`config.mk`:
```
export PLATFORM = sky130hd
export DESIGN_NAME = op_phase_sequencer_flat
export DESIGN_NICKNAME = d
export VERILOG_FILES = /design/src/rtl/op_phase_sequencer_if.sv /design/src/rtl/op_phase_sequencer.sv /design/src/flat_wrapper.sv
export SDC_FILE = /design/constraint.sdc
export NUM_CORES = 1
export LEC_CHECK = 0
export CAP_MARGIN = 5
export CORE_MARGIN = 4
export CORE_UTILIZATION = 37
export CTS_CLUSTER_SIZE = 8
export DETAILED_ROUTE_END_ITERATION = 8
export PLACE_DENSITY = 0.78
export SLEW_MARGIN = 25
export SYNTH_ARGS = -nofsm -noshare
export SYNTH_HDL_FRONTEND = slang
export SYNTH_SLANG_ARGS = --single-unit
```
`constraint.sdc`:
```
create_clock -name CLK -period 4.3 [get_ports CLK]
set_input_delay 0.86 -clock CLK [delete_from_list [all_inputs] [get_ports CLK]]
set_output_delay 0.86 -clock CLK [all_outputs]
set_load 0.02 [all_outputs]
```
`src/rtl/op_phase_sequencer_if.sv`:
```
// Fetch-side opcode handshake between the fetch unit and op_phase_sequencer.
//
// Handshake: a byte moves when op_valid && op_ready are both high on a rising
// CLK edge. The fetch unit holds op_valid/op_data stable until that edge.
// op_ready does not depend on op_valid in the same cycle.
//
// master: fetch unit (drives op_valid/op_data).
// slave : sequencer (drives op_ready).
interface op_phase_sequencer_if #(
    parameter int OP_W = 8
);
    logic            op_valid;
    logic [OP_W-1:0] op_data;
    logic            op_ready;

    modport master (
        output op_valid,
        output op_data,
        input  op_ready
    );

    modport slave (
        input  op_valid,
        input  op_data,
        output op_ready
    );
endinterface

```
`src/rtl/op_phase_sequencer.sv`:
```
// Opcode/phase sequencer feeding the top-level opcode decoder tree.
//
// Latches opcode bytes from the fetch unit into Source, runs the execution
// phase counter XPT, and returns to FETCH when the decoders raise
// PR_Reset_XPT (or restarts the same opcode when Pa_Ophd is also high).
// True and complement forms of XPT and Source are presented to the decoders.
//
// Optional build macro: OP_PHASE_SEQ_WATCHDOG_EN
//   When defined, adds output xpt_fault. An XPT advance past its maximum in
//   EXEC aborts the instruction back to FETCH and pulses xpt_fault for one
//   cycle. When undefined, XPT wraps to 0 silently and execution continues.
//
// state_dbg exposes the FSM state: 0 = FETCH, 1 = EXEC, 2 = HOLD.
module op_phase_sequencer #(
    parameter int              XPT_W        = 5,
    parameter int              OP_W         = 8,
    parameter logic [OP_W-1:0] RESET_OPCODE = 8'h00
) (
    input  logic                CLK,
    input  logic                notReset,
    op_phase_sequencer_if.slave fetch,
    input  logic                stall,
    input  logic                PR_Reset_XPT,
    input  logic                Pa_Ophd,
    output logic                enable,
    output logic [XPT_W-1:0]    XPT,
    output logic [XPT_W-1:0]    notXPT,
    output logic [OP_W-1:0]     Source,
    output logic [OP_W-1:0]     notSource,
    output logic                busy,
`ifdef OP_PHASE_SEQ_WATCHDOG_EN
    output logic                xpt_fault,
`endif
    output logic [1:0]          state_dbg
);

    localparam logic [1:0] ST_FETCH = 2'd0;
    localparam logic [1:0] ST_EXEC  = 2'd1;
    localparam logic [1:0] ST_HOLD  = 2'd2;

    localparam logic [XPT_W-1:0] XPT_MAX = {XPT_W{1'b1}};

    logic [1:0]       state_q, state_d;
    logic [XPT_W-1:0] xpt_q, xpt_d;
    logic [OP_W-1:0]  src_q, src_d;
    logic             op_ready;
    logic             accept;
    logic             fault_d;

    // Handshake and decoder enables are pure functions of the state register.
    always_comb begin
        op_ready = (state_q == ST_FETCH);
        enable   = (state_q == ST_EXEC);
        busy     = (state_q != ST_FETCH);
        accept   = fetch.op_valid && op_ready;
    end

    assign fetch.op_ready = op_ready;

    // Complements come straight off the registers so decoders see both rails
    // in the same cycle.
    always_comb begin
        XPT       = xpt_q;
        notXPT    = ~xpt_q;
        Source    = src_q;
        notSource = ~src_q;
        state_dbg = state_q;
    end

    // Next-state, phase counter and opcode latch decisions.
    always_comb begin
        state_d = state_q;
        xpt_d   = xpt_q;
        src_d   = src_q;
        fault_d = 1'b0;
        case (state_q)
            ST_FETCH: begin
                // Completion inputs have no meaning while fetching.
                if (accept) begin
                    src_d   = fetch.op_data;
                    xpt_d   = '0;
                    state_d = ST_EXEC;
                end
            end
            ST_EXEC: begin
                if (PR_Reset_XPT) begin
                    // Completion wins over stall; Pa_Ophd replays Source.
                    xpt_d = '0;
                    if (!Pa_Ophd) begin
                        state_d = ST_FETCH;
                    end
                end else if (stall) begin
                    // Freeze the phase; HOLD resumes from the same XPT.
                    state_d = ST_HOLD;
                end else begin
`ifdef OP_PHASE_SEQ_WATCHDOG_EN
                    if (xpt_q == XPT_MAX) begin
                        xpt_d   = '0;
                        state_d = ST_FETCH;
                        fault_d = 1'b1;
                    end else begin
                        xpt_d = xpt_q + XPT_W'(1);
                    end
`else
                    // Wraps from XPT_MAX to 0 and keeps executing.
                    xpt_d = xpt_q + XPT_W'(1);
`endif
                end
            end
            ST_HOLD: begin
                // Return to EXEC without advancing so no phase is skipped.
                if (!stall) begin
                    state_d = ST_EXEC;
                end
            end
            default: begin
                state_d = ST_FETCH;
                xpt_d   = '0;
            end
        endcase
    end

    // State, phase and opcode registers with asynchronous active-low reset.
    always_ff @(posedge CLK or negedge notReset) begin
        if (!notReset) begin
            state_q <= ST_FETCH;
            xpt_q   <= '0;
            src_q   <= RESET_OPCODE;
        end else begin
            state_q <= state_d;
            xpt_q   <= xpt_d;
            src_q   <= src_d;
        end
    end

`ifdef OP_PHASE_SEQ_WATCHDOG_EN
    logic fault_q;

    // One-cycle fault pulse, coincident with the forced return to FETCH.
    always_ff @(posedge CLK or negedge notReset) begin
        if (!notReset) begin
            fault_q <= 1'b0;
        end else begin
            fault_q <= fault_d;
        end
    end

    assign xpt_fault = fault_q;
`else
    logic unused_fault;
    assign unused_fault = fault_d ^ (XPT_MAX == '0);
`endif

endmodule

```
`src/flat_wrapper.sv`:
```
// flat-port wrapper written by rule: the top's interface ports become plain ports
module op_phase_sequencer_flat 
#(
    parameter int              XPT_W        = 5,
    parameter int              OP_W         = 8,
    parameter logic [OP_W-1:0] RESET_OPCODE = 8'h00
)
  (CLK, notReset, stall, PR_Reset_XPT, Pa_Ophd, enable, XPT, notXPT, Source, notSource, busy, state_dbg, fetch_op_valid, fetch_op_data, fetch_op_ready);
  op_phase_sequencer_if #(.OP_W(OP_W)) fetch_i ();
  input  logic CLK;
  input  logic notReset;
  input  logic stall;
  input  logic PR_Reset_XPT;
  input  logic Pa_Ophd;
  output logic enable;
  output logic [XPT_W-1:0] XPT;
  output logic [XPT_W-1:0] notXPT;
  output logic [OP_W-1:0] Source;
  output logic [OP_W-1:0] notSource;
  output logic busy;
  output logic [1:0] state_dbg;
  input wire logic [$bits(fetch_i.op_valid)-1:0] fetch_op_valid;
  input wire logic [$bits(fetch_i.op_data)-1:0] fetch_op_data;
  output wire logic [$bits(fetch_i.op_ready)-1:0] fetch_op_ready;
  assign fetch_i.op_valid = fetch_op_valid;
  assign fetch_i.op_data = fetch_op_data;
  assign fetch_op_ready = fetch_i.op_ready;
  op_phase_sequencer #(.XPT_W(XPT_W), .OP_W(OP_W), .RESET_OPCODE(RESET_OPCODE)) u_core (.CLK(CLK), .notReset(notReset), .fetch(fetch_i), .stall(stall), .PR_Reset_XPT(PR_Reset_XPT), .Pa_Ophd(Pa_Ophd), .enable(enable), .XPT(XPT), .notXPT(notXPT), .Source(Source), .notSource(notSource), .busy(busy), .state_dbg(state_dbg));
endmodule
```
==> metrics.md <==
| Metric | Value |
|---|---|
| Status | `completed` |
| Netlist Area Pre-Place | `roughly 760 um^2` |
| RSZ-0062 raised after global routing | `no` |
| Post-synth top area share | `0.495` |
| LEAKAGE | `between 0.5 and 0.6 nW` |
| Final Setup Violations | `0` |
| Number of remaining DRC errors | `0` |
| Commonest non-fill, non-tap cell in the layout | `clkdlybuf4s50_1` |
| CTS Root Cell | `clkbuf_4` |
| Min Tclk post-route | `between 2 and 3 ns` |
| Cells after Synth | `just over 70` |
| Vias | `roughly 680` |
| Gpl congestion | `slightly above 0.7` |
| Xor and xnor area share after synthesis | `0` |
| Tot GR Track Use | `0.130` |
| WP data arrival | `~1.8 ns` |
| Max_slew headroom | `0.552` |
| CTS tree | `yes` |
| Synth Register Bits | `15` |
| Drt wl/cell | `between 10 and 15 um` |
| FILL cells | `between 150 and 200` |
| Worst-path clk slew | `about 0.08 ns` |
| Vias per inst | `between 4 and 5` |
| Post-synthesis adder-cell area fraction | `0.0165` |
| Worst VDD drop | `approximately 0.38 mV` |
| Hold_buf cts | `0` |
| Crit Path Category | `flop to primary output` |
| Final core utilization | `0.633` |
| Main combinational cell family by area after synthesis | `simple AND/OR/NAND/NOR gates` |
| Syn Nets | `86` |
| Overflow after GRT | `0` |
| Skew-Pair Late Insertion Delay | `roughly 0.28 ns` |
| Post-CTS setup buffers | `0` |
| Synth Area in Simple Gates | `0.135` |
| Final hold viol count | `0` |
| DR iter-0 viols | `2` |
| Worst R2R End | `u_core.Source[7]` |
| Top cell type by total area after synthesis | `dfrtp_1` |
| WL met2 | `between 800 and 900 um` |
| Global-route wire length before repair | `approximately 2600 um` |
| Compound-Gate Fraction of Synth Area | `0.120` |
| Critical path peak fanout | `12` |
| Ratio of final minimum period to clock period | `0.611` |
| Routed WL | `between 1500 and 2000 um` |
| Largest net degree at the start of global routing | `16` |
| Mux cell area share after synthesis | `0.134` |
| Post_cts resized | `0` |
| Setup Total Neg Slack | `0 ns` |
| Die W | `about 53 um` |
| Die H | `53.3 um` |
| R2R Path Start | `u_core.state_dbg[0]` |
| Worst setup path start | `u_core.state_dbg[0]` |
| Critical Path End | `fetch_op_ready` |
| Worst-Margin Slew | `0.670 ns` |
| Synth Area per Inst | `roughly 11 um^2` |
| Hold Crit Class | `flop to flop` |
| Placed Cells | `140` |
| Clock Sinks | `15` |
| Initial antenna violation count | `0` |
| Final Slew Violations | `0` |
| Cell Area, Placed | `between 0.001 and 0.0015 mm^2` |
| Port Buffers | `between 40 and 50` |
| Core area | `0.00196 mm^2` |
| Initial core utilization | `0.386` |
| Synth cell types | `27` |
| Final-stage net count | `133` |
| CP startpoint kind | `flop` |
| Non-Filler Instances | `around 140` |
| FP Rows | `16` |
| R2R depth | `4` |
| Skew final | `~0.0047 ns` |
| Die area | `between 0.002 and 0.003 mm^2` |
| Post-detail-place hpwl | `about 1400 um` |
| # diodes | `0` |
| Fmax achieved | `~380 MHz` |
| P&R area growth vs syn | `63.7%` |
| Most frequent cells in the layout | `44 x clkdlybuf4s50_1, 15 x inv_1, 15 x dfrtp_1` |
| Share of post-route cells with drive strength above 1 | `0.145` |
| Maxcap violations | `0` |
| WL met1 | `just under 700 um` |
| Clock tree buffer depth | `2` |
| Synth Warn # | `0` |
| CP endpoint kind | `primary output` |
| H-tree depth | `1` |
| Post-route antenna net violation count | `0` |
| Total CTS buffers | `3` |
| Reg2reg setup slack | `2.57 ns` |
| Area contributors post-synth | `dfrtp_1 50%, mux2_2 13%, inv_1 7.4%` |
| Post-synthesis sequential area ratio | `0.495` |
| Met3 wire length | `between 200 and 250 um` |
| IO Pins | `45` |
| First drt pass iteration count | `4` |
| Post-route cell area | `between 0.001 and 0.0015 mm^2` |
| Critical Path RT | `3.44 ns` |
| Vias in the first global route | `634` |
| Highest metal used | `met4` |
| Pwr Density | `682 mW/mm^2` |
## cell usage after synthesis
library cell and count:
a21oi_1 1, a22o_1 2, a2bb2oi_1 2, a31o_2 1, and2_1 1, and2b_1 1, buf_4 1, buf_6 1
dfrtp_1 15, ha_1 1, inv_1 15, mux2_2 9, nand2_1 1, nand4b_1 2, nor2_1 5, nor2b_1 2
nor3_1 1, nor3b_1 1, o211ai_1 1, o21a_1 1, o21ai_0 1, o21ai_2 1, o21bai_1 1, o22ai_1 1
or2_2 1, or3_1 1, or3b_4 1
## registers in the layout (all words and copies together) (netlist names)
signal            count
u_core.state_dbg      2
u_core.XPT            5
u_core.Source         8
## cell type report
type	instances	area, um^2	share of cell area
repair buffers	44	440	0.355
flip-flops and latches	15	375	0.302
clock inverters	1	5.00	0.00403
multi-input cells	39	308	0.248
inverters	15	56.3	0.0454
clock buffers	3	22.5	0.0181
well taps	27	33.8	0.0272
## stage by stage
stage / setup slack (ns) / power, mW / hold slack [ns]
after global placement: 2.02 / 0.764 / 0.512
after detailed placement: 1.98 / 0.779 / 0.525
after floorplan: 2.38 / 0.529 / 0.564
after global routing: 1.60 / 0.899 / 0.576
after CTS: 1.66 / 0.860 / 0.547
final: 1.67 / 0.846 / 0.536
## how the worst min path moves through the flow
| stage | slack [ns] | endpoint | startpoint | cells after the start |
|---|---|---|---|---|
| 2_1_floorplan | 0.56 | u_core.Source[0] | notReset | 0 |
| 5_1_grt | 0.58 | u_core.Source[2] | u_core.Source[2] | 1 |
| 3_5_place_dp | 0.52 | u_core.Source[2] | u_core.Source[2] | 1 |
| 4_1_cts | 0.55 | u_core.Source[2] | u_core.Source[2] | 1 |
| 6_report | 0.54 | u_core.Source[3] | u_core.Source[3] | 1 |
| 3_3_place_gp | 0.51 | u_core.Source[5] | u_core.Source[5] | 1 |
## logic make-up after synthesis
family,Yosys count
buffers and inverters,17
AND/OR/NAND/NOR,17
flip-flops,15
AO/OA/AOI/OAI,12
multiplexers,9
adder cells (fa/ha/maj),1
## power breakdown
group	switching, mW	internal (mW)
Sequential	0.0487	0.192
Combinational	0.249	0.278
Clock	0.0432	0.0345
## routing by layer
metal	global-route usage	up-vias
li1	-	332
met1	0.142	310
met2	0.222	31
met3	0.0394	2
met4	0.0638	0
met5	0	-
## worst max-delay path, stage by stage, from the launching register on
cell and delay [ns]:
dfrtp_1 0.48, or2_2 0.33, inv_1 0.08, clkdlybuf4s50_1 0.60
No activity file was read; power rests on OpenSTA's default activity.
